[config.mk]
export PLATFORM = sky130hd
export DESIGN_NAME = address_bus_select
export DESIGN_NICKNAME = d
export VERILOG_FILES = /design/src/rtl/addr_sel_pkg.sv /design/src/rtl/address_bus_select_ab_reg8.sv /design/src/rtl/address_bus_select.sv
export SDC_FILE = /design/constraint.sdc
export NUM_CORES = 1
export LEC_CHECK = 0
export ABC_AREA = 1
export BUFFER_PORTS_ARGS = -buffer_cell sky130_fd_sc_hd__buf_2
export CAP_MARGIN = 20
export CORE_ASPECT_RATIO = 0.75
export CORE_MARGIN = 2
export CORE_UTILIZATION = 42
export CTS_BUF_LIST = sky130_fd_sc_hd__clkbuf_2
export CTS_CLUSTER_DIAMETER = 30
export DETAILED_ROUTE_END_ITERATION = 7
export GPL_ROUTABILITY_DRIVEN = 0
export PLACE_DENSITY = 0.86
export SKIP_LAST_GASP = 1
export SLEW_MARGIN = 20
export SYNTH_ARGS = -nofsm -noshare
export SYNTH_HDL_FRONTEND = slang
export SYNTH_SLANG_ARGS = --single-unit
[constraint.sdc]
create_clock -name clk -period 1.1 [get_ports clk]
set_input_delay 0 -clock clk [delete_from_list [all_inputs] [get_ports clk]]
set_output_delay 0 -clock clk [all_outputs]
set_load 0.005 [all_outputs]
[src/rtl/addr_sel_pkg.sv]
// Select encodings and page constants for the address-bus steering path.
// The microcode ROM generator uses the same constants, so keep the two in step.
package addr_sel_pkg;

  localparam logic [2:0] ADL_SEL_PCLS = 3'd0;
  localparam logic [2:0] ADL_SEL_DATA = 3'd1;
  localparam logic [2:0] ADL_SEL_S    = 3'd2;
  localparam logic [2:0] ADL_SEL_ALU  = 3'd3;
  localparam logic [2:0] ADL_SEL_VEC  = 3'd4;
  localparam logic [2:0] ADL_SEL_VEC1 = 3'd5;

  localparam logic [2:0] ADH_SEL_PCHS  = 3'd0;
  localparam logic [2:0] ADH_SEL_DATA  = 3'd1;
  localparam logic [2:0] ADH_SEL_ALU   = 3'd2;
  localparam logic [2:0] ADH_SEL_ZERO  = 3'd3;
  localparam logic [2:0] ADH_SEL_STACK = 3'd4;
  localparam logic [2:0] ADH_SEL_VEC   = 3'd5;

  localparam logic [7:0] STACK_PAGE_DEF  = 8'h01;
  localparam logic [7:0] VECTOR_PAGE_DEF = 8'hFF;
  localparam logic [7:0] RESET_VEC_LO    = 8'hFC;

endpackage

[src/rtl/address_bus_select_ab_reg8.sv]
// 8-bit address-bus byte register: synchronous reset to a supplied value, load enable.
module ab_reg8 (
  input  logic       clk,
  input  logic       reset,
  input  logic       en,
  input  logic [7:0] rst_val,
  input  logic [7:0] d,
  output logic [7:0] q
);

  always_ff @(posedge clk) begin
    if (reset)   q <= rst_val;
    else if (en) q <= d;
  end

endmodule

[src/rtl/address_bus_select.sv]
// ADL/ADH source muxes and the registered external address bus ABH:ABL.
// Define RESET_VECTOR_ADDR_EN to reset the address to the reset vector (FFFC).
module address_bus_select
  import addr_sel_pkg::*;
#(
  parameter logic [7:0] STACK_PAGE  = STACK_PAGE_DEF,
  parameter logic [7:0] VECTOR_PAGE = VECTOR_PAGE_DEF
) (
  input  logic        clk,
  input  logic        reset,
  input  logic [2:0]  adl_sel,
  input  logic [2:0]  adh_sel,
  input  logic [7:0]  data_i,
  input  logic [7:0]  pcls,
  input  logic [7:0]  pchs,
  input  logic [7:0]  reg_s,
  input  logic [7:0]  alu,
  input  logic [7:0]  vector_lo,
  input  logic        load_abl,
  input  logic        load_abh,
  output logic [7:0]  adl_abl,
  output logic [7:0]  adh_abh,
  output logic [7:0]  adh_pchs,
  output logic [15:0] address
);

  always_comb begin
    adl_abl = 8'h00;
    case (adl_sel)
      ADL_SEL_PCLS: adl_abl = pcls;
      ADL_SEL_DATA: adl_abl = data_i;
      ADL_SEL_S:    adl_abl = reg_s;
      ADL_SEL_ALU:  adl_abl = alu;
      ADL_SEL_VEC:  adl_abl = vector_lo;
      ADL_SEL_VEC1: adl_abl = vector_lo | 8'h01;
      default:      adl_abl = 8'h00;
    endcase
  end

  always_comb begin
    adh_abh = 8'h00;
    case (adh_sel)
      ADH_SEL_PCHS:  adh_abh = pchs;
      ADH_SEL_DATA:  adh_abh = data_i;
      ADH_SEL_ALU:   adh_abh = alu;
      ADH_SEL_ZERO:  adh_abh = 8'h00;
      ADH_SEL_STACK: adh_abh = STACK_PAGE;
      ADH_SEL_VEC:   adh_abh = VECTOR_PAGE;
      default:       adh_abh = 8'h00;
    endcase
  end

  // Must never select pchs: this feeds the PC high mux that produces pchs.
  assign adh_pchs = (adh_sel == ADH_SEL_ALU) ? alu : data_i;

  // Index 0 = ABL, 1 = ABH.
  logic [1:0][7:0] reg_d, reg_q, reg_rst;
  logic [1:0]      reg_en;

  assign reg_d  = {adh_abh, adl_abl};
  assign reg_en = {load_abh, load_abl};
`ifdef RESET_VECTOR_ADDR_EN
  assign reg_rst = {VECTOR_PAGE, RESET_VEC_LO};
`else
  assign reg_rst = {8'h00, 8'h00};
`endif

  for (genvar i = 0; i < 2; i++) begin : g_ab
    ab_reg8 u_reg (
      .clk     (clk),
      .reset   (reset),
      .en      (reg_en[i]),
      .rst_val (reg_rst[i]),
      .d       (reg_d[i]),
      .q       (reg_q[i])
    );
  end

  assign address = {reg_q[1], reg_q[0]};

endmodule

==> impl_metrics.py, run 1 <==
metrics = {
    "outcome": {
        "status": "finished clean",
    },
    "synth": {
        "synthCells": 224,
        "yosysMostFrequentCell": "nand2_1",
        "synth_top_flop_cell": "dfxtp_1",
        "syn_area_per_cell_um2": 5.999,
        "synth-seq-area-share_pct": 23.84,
        "synth_seq_cells": 16,
        "synth_top_area_share_pct": 23.84,
        "synth_nets": 282,
        "synth_top_cells_by_area": "dfxtp_1 24%, nand2_1 14%, nor2_1 11%",
        "synth_area_leader_cell": "dfxtp_1",
        "yosysWarningCount": 0,
        "synthDistinctLibCells": 22,
        "synthTopCellsByCount": "50 x nand2_1, 40 x nor2_1, 26 x o21ai_0",
        "synth-edff-count": 0,
        "async_flop_share_pct": 0,
        "syn-cell-area_um2": 1344,
    },
    "routing": {
        "drt_wl_total_um": 4441,
        "via_per_inst": 5.070,
        "initialDrtViolationCount": 158,
        "wl_per_cell_um": 12.47,
        "ant_nets": 0,
        "drc": 0,
        "num_vias": 1805,
        "firstDrtPassIters": 4,
    },
    "timing": {
        "period_share_pct": 88.38,
        "max_freq_mhz": 1029,
        "setup_viol": 0,
        "skew_ps": 0,
        "tightest_slew_ps": 383.9,
        "fin_ws_ps": 127.8,
        "layout_min_cycle_time_ps": 972.2,
        "rsz0062_at_grt": "yes",
        "slew_violations": 0,
        "tns_ps": 0,
        "hold_viol": 0,
        "relSlewSlack_pct": 74.31,
    },
    "pwr": {
        "power_density_nw_per_um2": 822.1,
        "vdd_drop_max_uv": 399.3,
        "leakage_nw": 1.112,
        "finalPower_mw": 1.523,
    },
    "critical_path": {
        "reg2reg_from": "g_ab[1].u_reg.q[0]$_SDFFE_PP0P_",
        "required_ps": 1100,
        "critPathMaxFanout": 17,
        "reg2reg_to": "g_ab[1].u_reg.q[0]$_SDFFE_PP0P_",
        "critical_path_arrival_ps": 970,
        "r2r_slack_ps": 430,
        "start_kind": "input pin",
        "reg2reg_depth": 2,
        "critPathKind": "in2out",
        "endpoint_kind": "output port",
    },
    "final_layout": {
        "drive_above_1_share_pct": 38.68,
        "reg_top3": "g_ab.u_reg.q (16)",
        "area_growth_pct": 37.90,
        "diodes": 0,
        "nFillCells": 311,
        "regMostFlops": "g_ab.u_reg.q",
        "largest_reg_flops": 16,
        "multi_input_area_um2": 873.3,
        "fin_util_pct": 61.79,
        "num-nets-final": 377,
        "regArea_um2": 320.3,
    },
    "clock_network": {
        "htree_levels": 1,
        "ctsLongestPathBuffers": 2,
        "clk_pin_slew_worst_paths_ps": 180,
        "clk_latency_ps": 300,
        "cts_sinks": 16,
        "cts_made_buffers": 3,
        "cts-root-buf": "clkbuf_2",
        "cts_tree": "built",
    },
    "hold_path": {
        "holdPathStages": 5,
        "hold_class": "in2reg",
        "min_from": "pchs[7]",
        "min_to": "g_ab[1].u_reg.q[7]$_SDFFE_PP0P_",
    },
    "global_routing": {
        "grt_overflow_total": 0,
        "grtUsageTotal_pct": 24.09,
        "grt_max_degree": 18,
        "grt_pass1_vias": 1639,
        "grt_pass1_wl_um": 7079,
        "grt_antenna_before_repair": 0,
    },
    "floorplanning": {
        "initial_utilization_pct": 44.81,
        "die_w_um": 69.32,
        "fp.dieH_um": 52.99,
        "row_count": 17,
        "core_area_um2": 2999,
        "ioPinCount": 98,
        "die_area_um2": 3673,
    },
    "placement": {
        "io_buffer_count": 97,
        "dp_hpwl_um": 3571,
        "post-place-ws_ps": 79.53,
    },
    "flow_run": {
        "maxCapViolCount": 0,
    },
}
[per-layer routing]
| metal | up-vias | track usage, % | part of all wire [%] |
|---|---|---|---|
| li1 | 923 | - | - |
| met1 | 798 | 31.13 | 46 |
| met2 | 82 | 41.35 | 45 |
| met3 | 2 | 5.905 | 8.6 |
| met4 | 0 | 4.902 | 0.45 |
| met5 | - | 0 | 0 |
[area by class of cell]
type	count	share of cell area (%)
inverter	23	4.862
clock inverter	1	0.2026
clock buffer	3	0.8103
multi-input combinational	176	47.13
timing repair buffer	99	27.14
sequential	16	17.29
tap	38	2.566
[cell families after synthesis]
| family | share of synthesized area [%] |
|---|---|
| AND/OR/NAND/NOR | 53.63 |
| buffers and inverters | 11.17 |
| AO/OA/AOI/OAI | 11.36 |
| flip-flops | 23.84 |
[where the power goes]
| group | switching (mW) | internal [mW] | leakage (nW) |
|---|---|---|---|
| Clock | 0.212 | 0.0790 | 0.0140 |
| Combinational | 0.331 | 0.258 | 0.965 |
| Sequential | 0.0200 | 0.623 | 0.133 |
| Total | 0.564 | 0.959 | 1.11 |
[stage by stage]
step,cells,hold WS [ps],area (um2)
2_1_floorplan,224,105.9,1344
3_3_place_gp,351,304.4,1821
3_5_place_dp,351,307.7,1821
4_1_cts,356,13.15,1849
5_1_grt,356,20.30,1853
6_report,356,18.91,1853
[cell usage in the layout (no fill, tap or decap)]
cell | synthesis | layout
nand4_1 | 14 | 14
dlygate4sd3_1 | 0 | 1
buf_4 | 1 | 1
o21ai_0 | 26 | 26
dfxtp_1 | 16 | 16
o211ai_1 | 1 | 1
and2_0 | 1 | 1
nor2_8 | 1 | 1
clkbuf_2 | 0 | 3
clkinvlp_4 | 0 | 1
nand2_1 | 50 | 50
nand2_2 | 1 | 1
buf_2 | 3 | 97
clkinv_1 | 0 | 1
nand3_1 | 22 | 22
a21oi_1 | 3 | 3
nor2_1 | 40 | 40
and2_1 | 2 | 2
nand3_2 | 7 | 7
inv_1 | 19 | 18
nand2_4 | 1 | 1
inv_2 | 4 | 4
nor2_2 | 4 | 4
nor2_4 | 3 | 3
[worst max-delay path, cell delays in order]
cell and delay [ps]:
buf_2 210, nor2_4 300, nand2_2 100, nor2_1 130, nor2_2 60, nand2_1 50, buf_2 100
[what timing repair did]
action / CTS / global route
endpoints found under the setup margin: 0 / 4
setup buffers: 0 / 0
hold buffers: 1 / 0
endpoints found under the hold margin: 5 / 0
resized for setup: 0 / 1
[worst max-delay path by stage]
stage	start	end	cells after the start
6_report	adl_sel[1]	adl_abl[5]	7
5_1_grt	adl_sel[1]	adl_abl[5]	7
4_1_cts	reset	g_ab[0].u_reg.q[3]$_SDFFE_PP0P_	5
3_5_place_dp	adl_sel[1]	g_ab[0].u_reg.q[5]$_SDFFE_PP0P_	8
3_3_place_gp	adl_sel[1]	g_ab[0].u_reg.q[5]$_SDFFE_PP0P_	8
2_1_floorplan	adl_sel[0]	g_ab[0].u_reg.q[6]$_SDFFE_PP0P_	8
Note: power is estimated with default switching activity, not from simulation.
==> run 2, diff against run 1 <==
--- a/config.mk
+++ b/config.mk
@@ -9,7 +9,7 @@
 export BUFFER_PORTS_ARGS = -buffer_cell sky130_fd_sc_hd__buf_2
 export CAP_MARGIN = 20
 export CORE_ASPECT_RATIO = 0.75
-export CORE_MARGIN = 2
+export CORE_MARGIN = 3
 export CORE_UTILIZATION = 42
 export CTS_BUF_LIST = sky130_fd_sc_hd__clkbuf_2
 export CTS_CLUSTER_DIAMETER = 30
==> impl_metrics.py, run 2 (same netlist as run 1, synthesis figures left out) <==
metrics = {
    "final_layout": {
        "final_common_cell": "buf_2",
        "num-nets-final": 379,
        "area_growth_pct": 38.73,
        "layout_common_cells": "97 x buf_2, 50 x nand2_1, 40 x nor2_1",
        "regMostFlops": "g_ab.u_reg.q",
        "fin_util_pct": 62.16,
        "largest_reg_flops": 16,
        "drive_above_1_share_pct": 38.75,
        "final_area_um2": 1864,
        "reg_top3": "g_ab.u_reg.q (16)",
        "diodes": 0,
    },
    "timing": {
        "tns_ps": 0,
        "setup_viol": 0,
        "hold-worst-slack_ps": 18.78,
        "max_freq_mhz": 998.4,
        "hold_viol": 0,
        "layout_min_cycle_time_ps": 1002,
        "rsz0062_at_grt": "no",
        "slew_violations": 0,
        "period_share_pct": 91.06,
        "tightest_slew_ps": 320.4,
        "fin_ws_ps": 98.36,
        "relSlewSlack_pct": 78.59,
        "skew_ps": 0,
    },
    "floorplanning": {
        "core_area_um2": 2999,
        "row_count": 17,
        "die_w_um": 71.32,
        "fp.dieH_um": 54.99,
        "ioPinCount": 98,
        "die_area_um2": 3921,
        "initial_utilization_pct": 44.81,
    },
    "critical_path": {
        "critPathMaxFanout": 11,
        "reg2reg_depth": 4,
        "r2r_slack_ps": 440,
        "path_cells": "dlygate4sd3_1 > buf_2 > inv_1 > o21ai_0 > a21oi_1",
        "critPathKind": "in2reg",
        "start_kind": "input pin",
        "critPathMaxStageDelay_ps": 540,
        "reg2reg_from": "g_ab[0].u_reg.q[0]$_SDFFE_PP0P_",
        "cp_slowest_cell": "dlygate4sd3_1",
        "endpoint_kind": "flip-flop",
        "reg2reg_to": "g_ab[0].u_reg.q[0]$_SDFFE_PP0P_",
        "required_ps": 1350,
        "critical_path_arrival_ps": 1250,
    },
    "routing": {
        "drt_wl_total_um": 4490,
        "firstDrtPassIters": 4,
        "initialDrtViolationCount": 214,
        "via_per_inst": 5.106,
        "wl_per_cell_um": 12.54,
        "ant_nets": 0,
        "drc": 0,
        "num_vias": 1828,
    },
    "global_routing": {
        "grt_pass1_wl_um": 6851,
        "grt_pass1_vias": 1597,
        "grtUsageTotal_pct": 21.96,
        "grt_antenna_before_repair": 0,
        "grt_overflow_total": 0,
        "grt_max_degree": 18,
    },
    "pwr": {
        "leakage_nw": 1.127,
        "p_int_mw": 0.9641,
        "power_frac_comb_pct": 38.8,
        "swShare_pct": 37.33,
        "power_frac_clock_pct": 19.6,
        "power_switching_mw": 0.5742,
        "vdd_drop_max_uv": 487.8,
        "seqPwrFrac_pct": 41.6,
        "power_density_nw_per_um2": 825.1,
    },
    "hold_path": {
        "min_to": "g_ab[1].u_reg.q[5]$_SDFFE_PP0P_",
        "holdPathStages": 5,
        "min_from": "pchs[5]",
        "hold_class": "in2reg",
    },
    "clock_network": {
        "cts_tree": "built",
        "ctsLongestPathBuffers": 2,
        "clk_pin_slew_worst_paths_ps": 180,
        "clk_latency_ps": 310,
        "htree_levels": 1,
        "cts-root-buf": "clkbuf_2",
        "cts_sinks": 16,
        "cts_made_buffers": 3,
        "cts_setup_buffers": 0,
    },
    "placement": {
        "io_buffer_count": 97,
        "dp_hpwl_um": 3705,
        "post-place-ws_ps": 124.2,
        "place_area_um2": 1836,
    },
    "flow_run": {
        "maxCapViolCount": 0,
    },
    "outcome": {
        "status": "finished clean",
    },
}
[run 2: changes by cell type in the layout (fill, tap and decap cells not counted), sizes merged]
cell | previous run | this run
buf | 98 | 100
clkinvlp | 1 | 0
inv | 22 | 23
[run 2: layout make-up]
class / instances / area (um2)
clock buffers: 3 / 15.01
clock inverters: 1 / 3.754
fillers: 301 / 1135
inverters: 23 / 86.33
multi-input cells: 176 / 873.3
flip-flops and latches: 16 / 320.3
well taps: 38 / 47.55
repair buffers: 101 / 518.0
[run 2: repair_timing]
action	in CTS	in global routing
endpoints found under the hold margin	5	0
resized for setup	0	0
hold buffers	1	0
[run 2: layer usage]
layer | GRT usage [%] | up-vias | share of wire [%]
met2 | 36.28 | 94 | 43
met4 | 3.750 | 0 | 1.0
met3 | 5.054 | 6 | 9.8
met1 | 29.84 | 803 | 46
met5 | 0 | - | 0
li1 | - | 925 | -
[run 2: how the worst max path moves through the flow]
stage          cells past startpoint                         endpoint        from
6_report                           5  g_ab[0].u_reg.q[1]$_SDFFE_PP0P_       reset
3_3_place_gp                       8  g_ab[0].u_reg.q[5]$_SDFFE_PP0P_  adl_sel[1]
4_1_cts                            5  g_ab[0].u_reg.q[1]$_SDFFE_PP0P_       reset
2_1_floorplan                      8  g_ab[0].u_reg.q[6]$_SDFFE_PP0P_  adl_sel[0]
3_5_place_dp                       9  g_ab[0].u_reg.q[0]$_SDFFE_PP0P_  adl_sel[2]
5_1_grt                            7                       adl_abl[6]  adl_sel[1]
[run 2: worst max-delay path, delay by kind of cell]
| family | cells | cell delay (ps) |
|---|---|---|
| buffers and inverters | 3 | 950 |
| AO/OA/AOI/OAI | 2 | 290 |
[run 2: metrics by stage]
stage               total power [mW]  std cells
floorplan                     0.9583        224
global placement               1.237        353
detailed placement             1.243        353
CTS                            1.541        358
global route                   1.651        358
finish                         1.538        358
[run 2: power by group through the flow]
stage / logic [mW] / registers (mW) / clock network [mW]
after floorplan: 0.300 / 0.658 / 0
after global placement: 0.586 / 0.651 / 0
after detailed placement: 0.590 / 0.653 / 0
after CTS: 0.595 / 0.641 / 0.305
after global routing: 0.676 / 0.648 / 0.327
final: 0.596 / 0.640 / 0.301
